**src/rtl/flit_link_arbiter_pkg.sv**
```systemverilog
`default_nettype none
// ============================================================================
// Package  : types
// Flit format shared by the link arbiter and its flit sources.
// Revision : 1.0  initial release
// ============================================================================
package types;

    localparam int c_PAYLOAD_W = 32;

    typedef enum logic [1:0] {
        HEAD   = 2'd0,
        BODY   = 2'd1,
        TAIL   = 2'd2,
        SINGLE = 2'd3
    } flittype_t;

    typedef struct packed {
        flittype_t              ftype;
        logic [c_PAYLOAD_W-1:0] payload;
    } flit_t;

    function automatic flittype_t flit_type(input flit_t f);
        return f.ftype;
    endfunction

    // HEAD and SINGLE are the only flits that may open a link grant.
    function automatic logic is_open(input flittype_t t);
        return (t == HEAD) || (t == SINGLE);
    endfunction

endpackage
`default_nettype wire

```
**src/rtl/flit_link_arbiter_rr_picker.sv**
```systemverilog
`default_nettype none
// ============================================================================
// Module   : rr_picker
// Combinational round-robin pick: first eligible index at or after i_start.
// Revision : 1.0  initial release
// ============================================================================
module rr_picker #(
    parameter int NUM_PORTS = 3
) (
    input  logic [NUM_PORTS-1:0]         i_eligible,
    input  logic [$clog2(NUM_PORTS)-1:0] i_start,
    output logic [NUM_PORTS-1:0]         o_grant,
    output logic [$clog2(NUM_PORTS)-1:0] o_grant_idx,
    output logic                         o_any
);

    localparam int c_PTR_W = $clog2(NUM_PORTS);
    localparam int c_SUM_W = c_PTR_W + 1;

    logic [c_SUM_W-1:0] w_sum;
    logic [c_PTR_W-1:0] w_idx;

    always_comb begin
        o_grant     = '0;
        o_grant_idx = '0;
        o_any       = 1'b0;
        w_sum       = '0;
        w_idx       = '0;
        for (int k = 0; k < NUM_PORTS; k++) begin
            w_sum = {1'b0, i_start} + c_SUM_W'(k);
            if (w_sum >= c_SUM_W'(NUM_PORTS)) begin
                w_sum = w_sum - c_SUM_W'(NUM_PORTS);
            end
            w_idx = w_sum[c_PTR_W-1:0];
            if (!o_any && i_eligible[w_idx]) begin
                o_any          = 1'b1;
                o_grant[w_idx] = 1'b1;
                o_grant_idx    = w_idx;
            end
        end
    end

endmodule
`default_nettype wire

```
**src/rtl/flit_link_arbiter.sv**
```systemverilog
`default_nettype none
// ============================================================================
// Module   : flit_link_arbiter
// Packet-atomic round-robin arbiter of NUM_PORTS flit sources onto one link.
// Optional owner-stall watchdog enabled by defining ARB_WATCHDOG_EN.
// Revision : 1.0  initial release
// ============================================================================
module flit_link_arbiter
    import types::*;
#(
    parameter int NUM_PORTS      = 3,
    parameter int TIMEOUT_CYCLES = 64
) (
    input  logic                         nocclk,
    input  logic                         rst,
    input  flit_t [NUM_PORTS-1:0]        in_flit,
    input  logic  [NUM_PORTS-1:0]        in_valid,
    output logic  [NUM_PORTS-1:0]        in_ready,
    output flit_t                        out_flit,
    output logic                         out_valid,
    input  logic                         out_ready,
    output logic [$clog2(NUM_PORTS)-1:0] owner,
    output logic                         busy,
`ifdef ARB_WATCHDOG_EN
    output logic                         seq_err,
    output logic                         timeout_err
`else
    output logic                         seq_err
`endif
);

    localparam int         c_PTR_W  = $clog2(NUM_PORTS);
    localparam logic [0:0] c_IDLE   = 1'b0;
    localparam logic [0:0] c_LOCKED = 1'b1;

    logic [0:0]           r_state;
    logic [c_PTR_W-1:0]   r_rr_ptr;
    logic [c_PTR_W-1:0]   r_owner;

    logic [NUM_PORTS-1:0] w_eligible;
    logic [NUM_PORTS-1:0] w_stray;
    logic [NUM_PORTS-1:0] w_grant;
    logic [c_PTR_W-1:0]   w_grant_idx;
    logic                 w_any;
    logic                 w_owner_valid;
    logic                 w_owner_bad;
    logic                 w_xfer;
    logic                 w_timeout;
    flittype_t            w_xfer_type;

    function automatic logic [c_PTR_W-1:0] f_next_ptr(input logic [c_PTR_W-1:0] p);
        return (int'(p) == NUM_PORTS - 1) ? '0 : p + c_PTR_W'(1);
    endfunction

    for (genvar i = 0; i < NUM_PORTS; i++) begin : g_classify
        assign w_eligible[i] = in_valid[i] &&  is_open(flit_type(in_flit[i]));
        assign w_stray[i]    = in_valid[i] && !is_open(flit_type(in_flit[i]));
    end

    rr_picker #(
        .NUM_PORTS (NUM_PORTS)
    ) u_picker (
        .i_eligible  (w_eligible),
        .i_start     (r_rr_ptr),
        .o_grant     (w_grant),
        .o_grant_idx (w_grant_idx),
        .o_any       (w_any)
    );

    // An owner re-opening a packet mid-transfer is refused, not forwarded.
    assign w_owner_valid = in_valid[r_owner];
    assign w_owner_bad   = w_owner_valid && is_open(flit_type(in_flit[r_owner]));

    always_comb begin
        out_flit  = in_flit[w_grant_idx];
        out_valid = 1'b0;
        in_ready  = '0;
        seq_err   = 1'b0;
        if (!rst) begin
            if (r_state == c_IDLE) begin
                out_valid = w_any;
                in_ready  = w_grant & {NUM_PORTS{out_ready}};
                seq_err   = |w_stray;
            end else begin
                out_flit          = in_flit[r_owner];
                out_valid         = w_owner_valid && !w_owner_bad;
                in_ready[r_owner] = out_ready && !w_owner_bad;
                seq_err           = w_owner_bad;
            end
        end
    end

    assign w_xfer      = out_valid && out_ready;
    assign w_xfer_type = flit_type(out_flit);
    assign owner       = r_owner;
    assign busy        = (r_state == c_LOCKED);

`ifdef ARB_WATCHDOG_EN
    localparam int c_WD_W = $clog2(TIMEOUT_CYCLES + 1);

    logic [c_WD_W-1:0] r_wd_cnt;

    assign w_timeout   = (r_state == c_LOCKED) && !w_owner_valid &&
                         (r_wd_cnt == c_WD_W'(TIMEOUT_CYCLES - 1));
    assign timeout_err = w_timeout;

    always_ff @(posedge nocclk or posedge rst) begin
        if (rst) begin
            r_wd_cnt <= '0;
        end else if ((r_state != c_LOCKED) || w_xfer || w_timeout) begin
            r_wd_cnt <= '0;
        end else if (!w_owner_valid) begin
            r_wd_cnt <= r_wd_cnt + c_WD_W'(1);
        end
    end
`else
    assign w_timeout = 1'b0;
`endif

    always_ff @(posedge nocclk or posedge rst) begin
        if (rst) begin
            r_state  <= c_IDLE;
            r_rr_ptr <= '0;
            r_owner  <= '0;
        end else if (r_state == c_IDLE) begin
            if (w_xfer) begin
                r_owner  <= w_grant_idx;
                r_rr_ptr <= f_next_ptr(w_grant_idx);
                if (w_xfer_type == HEAD) begin
                    r_state <= c_LOCKED;
                end
            end
        end else if (w_xfer && (w_xfer_type == TAIL)) begin
            r_state <= c_IDLE;
        end else if (w_timeout) begin
            r_state  <= c_IDLE;
            r_rr_ptr <= f_next_ptr(r_owner);
        end
    end

endmodule
`default_nettype wire

```
**config.mk**
```make
export PLATFORM = sky130hd
export DESIGN_NAME = flit_link_arbiter
export DESIGN_NICKNAME = d
export VERILOG_FILES = /design/src/rtl/flit_link_arbiter_pkg.sv /design/src/rtl/flit_link_arbiter_rr_picker.sv /design/src/rtl/flit_link_arbiter.sv
export SDC_FILE = /design/constraint.sdc
export NUM_CORES = 1
export LEC_CHECK = 0
export CAP_MARGIN = 25
export CORE_MARGIN = 2
export CORE_UTILIZATION = 35
export DETAILED_ROUTE_END_ITERATION = 7
export PLACE_DENSITY = 0.83
export REMOVE_ABC_BUFFERS = 1
export SYNTH_ARGS = -nofsm -noshare
export SYNTH_HDL_FRONTEND = slang
export SYNTH_HIERARCHICAL = 1
export SYNTH_SLANG_ARGS = --single-unit
```
**constraint.sdc**
```tcl
create_clock -name nocclk -period 2.73 [get_ports nocclk]
set_input_delay 0.546 -clock nocclk [delete_from_list [all_inputs] [get_ports nocclk]]
set_output_delay 0.546 -clock nocclk [all_outputs]
set_load 0.05 [all_outputs]
```
==> impl_metrics.yaml, run 1 <==
finish:
  final_cell_mix: "clkdlybuf4s50_1 (99), mux2i_1 (66), nor2_1 (64), buf_4 (58), a21oi_1 (43)"
  antenna_cells: 0
  fin_area_um2: 5792
  seq_area_um2: 127.6
  area_growth_pct: 131.3
  finalNetCount: 681
  drive_above_1_share_pct: 42.61
  n_fill_cell: 363
  final_common_cell: "clkdlybuf4s50_1"
  fin_cells: 664
  multiInputGateArea_um2: 2725
global_routing:
  use_met3_pct: 9.422
  grt_max_degree: 41
  busiest_layer: "met2"
  antenna_found_initial: 0
  grt_pass1_vias: 4136
  grtUsageMet2_pct: 56.12
  grt_pass1_wl_mm: 19.13
  use_met1_pct: 31.79
  gr-total-overflow: 0
  grtUsageTotal_pct: 30.82
critical_path:
  cp-endpoint: "out_flit[22]"
  cp.required_ns: 2.18
  r2r-end: "busy"
  path_max_fanout: 6
  r2r_setup_slack_ns: -0.08
  setup.worst_path.end_class: "primary output"
  reg2reg_from: "r_rr_ptr[0]"
  crit_path_start: "r_rr_ptr[1]"
  worstSetupPathType: "reg2out"
  critPathLaunchType: "flip-flop"
  reg2regPathDepth: 17
  critPathArrivalTime_ns: 2.83
job:
  drv_cap: 0
timing:
  slew_violations: 0
  min_period_over_period_pct: 123.5
  period_minus_slack_ns: 3.372
  timing.final.ws_setup_ns: -0.6419
  rsz0062_at_grt: "true"
  setup_viol: 39
  finalHoldViolCount: 0
  max_freq_ghz: 0.2966
  slew_headroom_pct: 67.17
  fin_worst_skew_ns: 0.01084
  worstMarginPinSlew_ns: 0.4909
drt:
  firstDrtPassIters: 5
  dr.first_iter.drc_count: 349
  drcViolationCount: 0
  via_per_inst: 6.194
  antenna_left: 0
  vias: 4113
  routedWlPerCell_um: 21.43
  drt-total-wl_mm: 14.23
yosys:
  synth_top_cell_by_area: "mux2i_1"
  synth-main-ff-cell: "dfrtp_1"
  yosysWarnings: 6
  ys_async_sr_fraction_pct: 100.0
  syn_area_um2: 2504
  yosys-top-cells-area: "mux2i_1 (28%), a21oi_1 (14%), nor2_1 (11%)"
  yosysUniqueCellTypes: 44
  syn_inst: 363
  yosys_register_bits: 5
  synth_top_cell_area_share_pct: 28.39
  syn_area_per_cell_um2: 6.897
  ys_seq_area_share_pct: 4.998
  synth-edff-count: 0
clocking:
  cts_hold_buf: 0
  cts_root_buffer: "clkbuf_8"
  htreeDepth: 1
  cts.sinks: 5
  cts_tree: "done"
  clk-insertion-delay-late_ns: 0.24
  clkTransAtPathRegs_ns: 0.04
  clk_path_buf_depth: 2
  cts_buffers: 3
pwr:
  worst_ir_drop_vdd_mv: 0.8893
  power.share.clock_pct: 1.6
  pwr-share-seq_pct: 2.0
  p_leak_uw: 0.002295
  powerDensity_nw_per_um2: 1591
  internal_power_uw: 4419
  netSwitchingFraction_pct: 52.03
  p_switching_uw: 4793
  power_frac_comb_pct: 96.4
floorplan:
  core_area_um2: 6869
  die_width_um: 88.58
  start_util_pct: 36.45
  die_y_um: 88.58
  die_area_um2: 7846
  core.rowCount: 30
  ios: 150
min_path:
  holdCritPathClass: "in2async"
status:
  outcome: "finished with violations"
  violations: "negative setup slack"
placement:
  dp_hpwl_mm: 8.125
  port_buffers: 149
  place_congestion: 0.9030
  placed_area_um2: 4758
  dp.cells: 622
[per-layer routing]
layer | vias to the layer above | share of wire, %
met2 | 343 | 49
met3 | 94 | 10
li1 | 1751 | -
met5 | - | 0
met4 | 0 | 5.7
met1 | 1925 | 35
[cell families after synthesis]
| group | count (synthesis) | synth area share, % |
|---|---|---|
| compound gates | 128 | 32.83 |
| xor+xnor | 4 | 2.149 |
| fa+ha+maj | 4 | 1.999 |
| buf+inv | 41 | 7.946 |
| flops | 5 | 4.998 |
| mux | 76 | 30.88 |
| simple gates | 105 | 19.19 |
[cells in the mapped netlist, drive strengths merged (2+ instances only)]
cell type,number
a211oi,30
a21oi,71
a32o,3
and2,3
buf,17
clkbuf,18
dfrtp,5
ha,4
inv,6
mux2,4
mux2i,72
nand2,10
nand2b,2
nand3b,6
nor2,73
nor2b,5
nor3b,2
o2111ai,2
o211ai,2
o21a,2
o21ai,5
o22a,2
o22ai,4
o31ai,3
xnor2,4
[power groups by stage]
stage | clock [uW] | combinational, uW | sequential [uW]
after floorplan | 0 | 3550 | 360
after global placement | 0 | 6800 | 161
after global routing | 157 | 9190 | 181
after detailed placement | 0 | 6940 | 164
final | 148 | 8880 | 180
after CTS | 138 | 7980 | 168
[worst min path at each step]
stage	start	end	slack, ns	cells after the start
floorplan	rst	busy	0.30	1
global placement	r_rr_ptr[0]	r_rr_ptr[0]	0.52	2
detailed placement	r_rr_ptr[0]	r_rr_ptr[0]	0.55	2
CTS	r_rr_ptr[1]	r_rr_ptr[1]	0.59	1
global route	rst	busy	0.50	3
finish	rst	r_rr_ptr[1]	0.49	3
[cell type report]
type | count | share of cell area, %
tap | 96 | 2.074
inverter | 6 | 0.4321
clock buffer | 4 | 0.7777
multi-input combinational | 317 | 47.05
timing repair buffer | 236 | 47.46
sequential | 5 | 2.203
[stage by stage]
stage / util, % / hold slack [ns] / total power (uW) / TNS, ns / setup WS (ns)
floorplan: - / 0.3016 / 3911 / -92.79 / -2.553
global placement: 69.27 / 0.5222 / 6959 / -29.97 / -0.8214
detailed placement: 69.27 / 0.5517 / 7104 / -34.48 / -0.9511
CTS: 78.52 / 0.5882 / 8291 / -14.03 / -0.4386
global route: 84.32 / 0.4977 / 9530 / -21.50 / -0.7205
finish: 84.32 / 0.4874 / 9212 / -18.47 / -0.6419
[sequential cells by signal, indices dropped and copies added (netlist names)]
register / cells
owner: 2
r_rr_ptr: 2
busy: 1
[critical path: stages, from the launching register on]
cell	delay, ns
dfrtp_2	0.46
inv_4	0.09
ha_4	0.17
mux2i_4	0.29
buf_6	0.14
nor2_4	0.04
a21oi_2	0.11
o22a_4	0.19
nor2b_4	0.31
buf_12	0.16
buf_16	0.13
a211oi_4	0.07
a21oi_2	0.23
buf_12	0.18
[what timing repair did]
item | CTS | global route
buffers inserted | 25 | 19
pin swaps | 27 | 25
endpoints found under the setup margin | 43 | 44
gates cloned | 3 | 2
resized for setup | 102 | 84
Note: power is estimated with default switching activity, not from simulation.
==> run 2: changes to the inputs <==
--- a/config.mk
+++ b/config.mk
@@ -8,6 +8,7 @@
 export CAP_MARGIN = 25
 export CORE_MARGIN = 2
 export CORE_UTILIZATION = 35
+export CTS_BUF_LIST = sky130_fd_sc_hd__clkbuf_8 sky130_fd_sc_hd__clkbuf_16
 export DETAILED_ROUTE_END_ITERATION = 7
 export PLACE_DENSITY = 0.83
 export REMOVE_ABC_BUFFERS = 1
==> impl_metrics.yaml, run 2 (same netlist as run 1, synthesis figures left out) <==
status:
  outcome: "finished with violations"
  violations: "negative setup slack"
global_routing:
  grt_max_degree: 41
  grtUsageTotal_pct: 30.18
  antenna_found_initial: 0
  gr-total-overflow: 0
  grt_pass1_vias: 4009
  grt_pass1_wl_mm: 18.89
critical_path:
  crit_chain: "inv_4, ha_4, mux2i_4, buf_6, nor2_4, a21oi_2, o22a_4, nor2b_4, buf_6, buf_16, a211oi_2, a21oi_2, buf_12"
  max_stage_delay_ns: 0.46
  critPathLaunchType: "flip-flop"
  worstSetupPathType: "reg2out"
  cpMaxStageDelayCell: "dfrtp_2"
  critPathArrivalTime_ns: 2.68
  crit_buf_inv: 5
  setup.worst_path.end_class: "primary output"
  cp.required_ns: 2.18
  path_max_fanout: 6
  crit_family: "buffers and inverters"
drt:
  via_per_inst: 5.994
  drcViolationCount: 0
  dr.first_iter.drc_count: 349
  antenna_left: 0
  drt-total-wl_mm: 13.59
  routedWlPerCell_um: 20.63
  firstDrtPassIters: 5
  vias: 3950
finish:
  finalNetCount: 676
  n_fill_cell: 384
  antenna_cells: 0
  final_cell_mix: "clkdlybuf4s50_1 (100), mux2i_1 (67), nor2_1 (67), buf_4 (56), buf_12 (43)"
  multiInputGateArea_um2: 2679
  drive_above_1_share_pct: 41.39
  final_common_cell: "clkdlybuf4s50_1"
  seq_area_um2: 127.6
  area_growth_pct: 126.2
timing:
  slew_headroom_pct: 66.85
  fin_worst_skew_ns: 0.001798
  max_freq_ghz: 0.3101
  whs_ns: 0.6633
  worstMarginPinSlew_ns: 0.4956
  timing.final.ws_setup_ns: -0.4943
  slew_violations: 0
  finalHoldViolCount: 0
  period_minus_slack_ns: 3.224
  rsz0062_at_grt: "true"
  setup_viol: 37
  min_period_over_period_pct: 118.1
pwr:
  p_leak_uw: 0.002233
  worst_ir_drop_vdd_mv: 0.9116
  powerDensity_nw_per_um2: 1570
floorplan:
  die_area_um2: 7846
  core_area_um2: 6869
  start_util_pct: 36.45
  ios: 150
  core.rowCount: 30
  die_y_um: 88.58
  die_width_um: 88.58
job:
  drv_cap: 0
clocking:
  cts_hold_buf: 0
  cts.sinks: 5
  cts_tree: "done"
  clk_path_buf_depth: 2
  cts_buffers: 3
  clk-insertion-delay-late_ns: 0.23
  htreeDepth: 1
  cts_root_buffer: "clkbuf_8"
  clkTransAtPathRegs_ns: 0.04
placement:
  dp_hpwl_mm: 8.125
  dpl_worst_slack_ns: -0.9511
  place_congestion: 0.9030
  port_buffers: 149
min_path:
  holdCritPathClass: "reg2reg"
==> run 2: worst paths after layout <==
check / cells past startpoint / slack (ns) / start / endpoint
max reg2reg: 16 / 0.09 / r_rr_ptr[1] / busy
min: 1 / 0.66 / r_rr_ptr[1] / r_rr_ptr[1]
max: 13 / -0.49 / r_rr_ptr[1] / out_flit[22]
min in group asynchronous: 3 / 0.85 / rst / busy
max in group asynchronous: 3 / 1.75 / rst / owner[1]
min reg2reg: 1 / 0.66 / r_rr_ptr[1] / r_rr_ptr[1]
==> run 2: per-stage QoR <==
step / utilization [%] / instances / TNS (ns) / instance area, um^2 / total power (uW)
global placement: 69.27 / 622 / -29.97 / 4758 / 6959
global route: 82.46 / 659 / -18.82 / 5664 / 9197
finish: 82.46 / 659 / -15.58 / 5664 / 8891
floorplan: - / 328 / -92.79 / 2327 / 3911
detailed placement: 69.27 / 622 / -34.48 / 4758 / 7104
CTS: 77.94 / 651 / -13.35 / 5354 / 8194
==> run 2: cell type report <==
cell class / instances / area share (%)
Clock buffer: 3 / 0.7290
Clock inverter: 1 / 0.06627
Inverter: 6 / 0.4418
Multi-Input combinational cell: 317 / 47.29
Sequential cell: 5 / 2.253
Tap cell: 96 / 2.121
Timing Repair Buffer: 231 / 47.10
==> run 2: what timing repair did <==
| action | in CTS | in global routing |
|---|---|---|
| endpoints found under the setup margin | 43 | 40 |
| pin swaps | 26 | 25 |
| setup buffers | 23 | 14 |
| gates resized for setup | 96 | 69 |
| gates cloned | 3 | 1 |
| hold endpoints to repair | 0 | 0 |
==> run 2: per-layer routing <==
| layer | wire length, um | global-route usage (%) | vias to the layer above |
|---|---|---|---|
| li1 | - | - | 1745 |
| met1 | 4816 | 31.88 | 1877 |
| met3 | 1271 | 8.675 | 60 |
| met5 | 0 | 0 | - |
| met4 | 512 | 12.26 | 0 |
| met2 | 6993 | 55.91 | 268 |
==> run 2: worst reg2reg max path, cell delays in order (launching register included) <==
cell	delay, ns
dfrtp_2	0.46
inv_4	0.09
ha_4	0.17
mux2i_4	0.28
buf_6	0.15
nor2_4	0.04
a21oi_2	0.12
o22a_4	0.20
buf_12	0.12
mux2i_1	0.17
o22ai_1	0.09
nor2_1	0.11
nor2_1	0.06
buf_4	0.14
buf_4	0.13
buf_4	0.13
a21oi_2	0.11
==> run 2: power by group <==
part / leakage [uW] / internal, uW / switching (uW)
combinational: 0.00214 / 4060 / 4520
sequential: 0.0000622 / 111 / 65.7
clock: 0.0000269 / 96.8 / 41.1
==> run 3: changes to the inputs <==
--- a/config.mk
+++ b/config.mk
@@ -6,6 +6,7 @@
 export NUM_CORES = 1
 export LEC_CHECK = 0
 export CAP_MARGIN = 25
+export CORE_ASPECT_RATIO = 1.25
 export CORE_MARGIN = 2
 export CORE_UTILIZATION = 35
 export CTS_BUF_LIST = sky130_fd_sc_hd__clkbuf_8 sky130_fd_sc_hd__clkbuf_16
==> constraint.sdc (replaced) <==
create_clock -name nocclk -period 2.7 [get_ports nocclk]
set_input_delay 0.54 -clock nocclk [delete_from_list [all_inputs] [get_ports nocclk]]
set_output_delay 0.54 -clock nocclk [all_outputs]
set_load 0.05 [all_outputs]
==> impl_metrics.yaml, run 3 (same netlist as run 1, synthesis figures left out) <==
critical_path:
  cp.required_ns: 2.16
  crit_family: "buffers and inverters"
  crit_chain: "inv_2, ha_4, mux2i_4, buf_6, o21ai_4, a31o_4, nand2_4, buf_12, buf_8, buf_12, mux2i_1, nor2_1, a211oi_2, a21oi_1, clkbuf_16"
  reg2regPathDepth: 18
  critPathLaunchType: "flip-flop"
  critPathArrivalTime_ns: 3.02
  path_common_cell: "buf_12"
  crit_buf_inv: 6
  r2r_setup_slack_ns: -0.36
  max_stage_delay_ns: 0.44
  r2r-end: "busy"
  reg2reg_from: "r_rr_ptr[1]"
  worstSetupPathType: "reg2out"
  path_max_fanout: 5
  cpMaxStageDelayCell: "dfrtp_2"
  setup.worst_path.end_class: "primary output"
min_path:
  min_to: "r_rr_ptr[1]"
  holdCritPathClass: "reg2reg"
  hp-start: "r_rr_ptr[1]"
  min_path_cells: 1
placement:
  port_buffers: 149
  place_congestion: 1.010
  dp_hpwl_mm: 7.972
  placed_area_um2: 4788
timing:
  finalHoldViolCount: 0
  slew_headroom_pct: 67.34
  rsz0062_at_grt: "true"
  min_period_over_period_pct: 131.9
  slew_violations: 0
  finalSetupTns_ns: -25.93
  period_minus_slack_ns: 3.561
  max_freq_ghz: 0.2808
  fin_worst_skew_ns: 0.001996
  timing.final.ws_setup_ns: -0.8608
  worstMarginPinSlew_ns: 0.4884
  setup_viol: 42
clocking:
  clk_path_buf_depth: 2
  cts.sinks: 5
  cts_hold_buf: 0
  cts_tree: "done"
  cts_buffers: 3
  htreeDepth: 1
  clk-insertion-delay-late_ns: 0.22
  cts_root_buffer: "clkbuf_8"
  clkTransAtPathRegs_ns: 0.04
floorplan:
  start_util_pct: 36.11
  core_area_um2: 6934
  ios: 150
  core.rowCount: 34
  die_width_um: 79.65
  die_area_um2: 7850
  die_y_um: 98.56
finish:
  area_growth_pct: 136.2
  seq_area_um2: 128.9
  n_fill_cell: 320
  drive_above_1_share_pct: 43.59
  final_cell_mix: "clkdlybuf4s50_1 (100), nor2_1 (68), mux2i_1 (65), buf_4 (57), a21oi_1 (42)"
  finalNetCount: 682
  fin_area_um2: 5914
  final_common_cell: "clkdlybuf4s50_1"
  fin_util_pct: 85.29
  multiInputGateArea_um2: 2746
  antenna_cells: 0
global_routing:
  grtUsageTotal_pct: 34.11
  gr-total-overflow: 0
  grt_max_degree: 43
  grt_pass1_vias: 4298
  antenna_found_initial: 0
  grt_pass1_wl_mm: 21.41
drt:
  vias: 4183
  drt-total-wl_mm: 15.70
  antenna_left: 0
  firstDrtPassIters: 5
  routedWlPerCell_um: 23.82
  dr.first_iter.drc_count: 367
  drcViolationCount: 0
  via_per_inst: 6.347
pwr:
  p_switching_uw: 4953
  internal_power_uw: 4523
  powerDensity_nw_per_um2: 1602
  worst_ir_drop_vdd_mv: 1.276
  power_frac_comb_pct: 96.6
  p_leak_uw: 0.002326
  netSwitchingFraction_pct: 52.27
  power.share.clock_pct: 1.4
  pwr-share-seq_pct: 2.0
  power.total_uw: 9476
status:
  violations: "negative setup slack"
  outcome: "finished with violations"
job:
  drv_cap: 0
-- run 3: cell count changes in the layout (fill, tap and decap cells not counted), moves of 2 or more --
cell / before / now
a211oi_2: 18 / 24
clkbuf_16: 2 / 5
xnor2_4: 1 / 4
xnor2_2: 3 / 0
mux2i_1: 67 / 65
a211oi_1: 8 / 1
buf_16: 1 / 6
buf_12: 43 / 40
buf_8: 1 / 5
buf_6: 18 / 21
o22ai_2: 1 / 3
buf_2: 6 / 0
-- run 3: layout make-up --
type                    count  area share (%)
multi-input cells         317           46.44
well taps                  90           1.904
repair buffers            237           48.34
clock inverters             1         0.06347
inverters                   6          0.3808
clock buffers               3          0.6981
flip-flops and latches      5           2.179
-- run 3: worst max path at each step --
stage | slack [ns] | endpoint | start | cells past startpoint
final | -0.86 | out_flit[5] | r_rr_ptr[1] | 15
after global routing | -0.98 | out_flit[5] | r_rr_ptr[1] | 15
after CTS | -0.59 | out_flit[15] | r_rr_ptr[1] | 16
after detailed placement | -1.02 | out_flit[11] | in_flit[67] | 13
after global placement | -0.94 | out_flit[12] | in_flit[67] | 11
after floorplan | -2.57 | out_flit[0] | in_flit[66] | 9
-- run 3: repair_timing --
action	4_1_cts	5_1_grt
gates resized for setup	144	62
cloned	7	0
setup endpoints to repair	44	40
pin swaps	36	32
buffers inserted	24	12
-- run 3: layer usage --
metal  vias up  global-route usage, %  wire length, um
met5         -                      0                0
met4         0                  17.64             1058
met3       106                  7.509             1380
met2       356                  60.44             8037
met1      1972                  37.38             5218
li1       1749                      -                -
-- run 3: metrics by stage --
stage / cells / setup WS [ns] / hold slack [ns]
2_1_floorplan: 328 / -2.571 / 0.2956
3_3_place_gp: 621 / -0.9410 / 0.5338
3_5_place_dp: 621 / -1.022 / 0.5428
4_1_cts: 655 / -0.5858 / 0.5786
5_1_grt: 659 / -0.9771 / 0.6276
6_report: 659 / -0.8608 / 0.6121
-- run 3: power groups by stage --
stage | Clock, uW | Sequential (uW) | Combinational, uW
5_1_grt | 142 | 191 | 9430
2_1_floorplan | 0 | 364 | 3590
6_report | 135 | 189 | 9150
4_1_cts | 137 | 178 | 8540
3_3_place_gp | 0 | 168 | 6900
3_5_place_dp | 0 | 168 | 7020
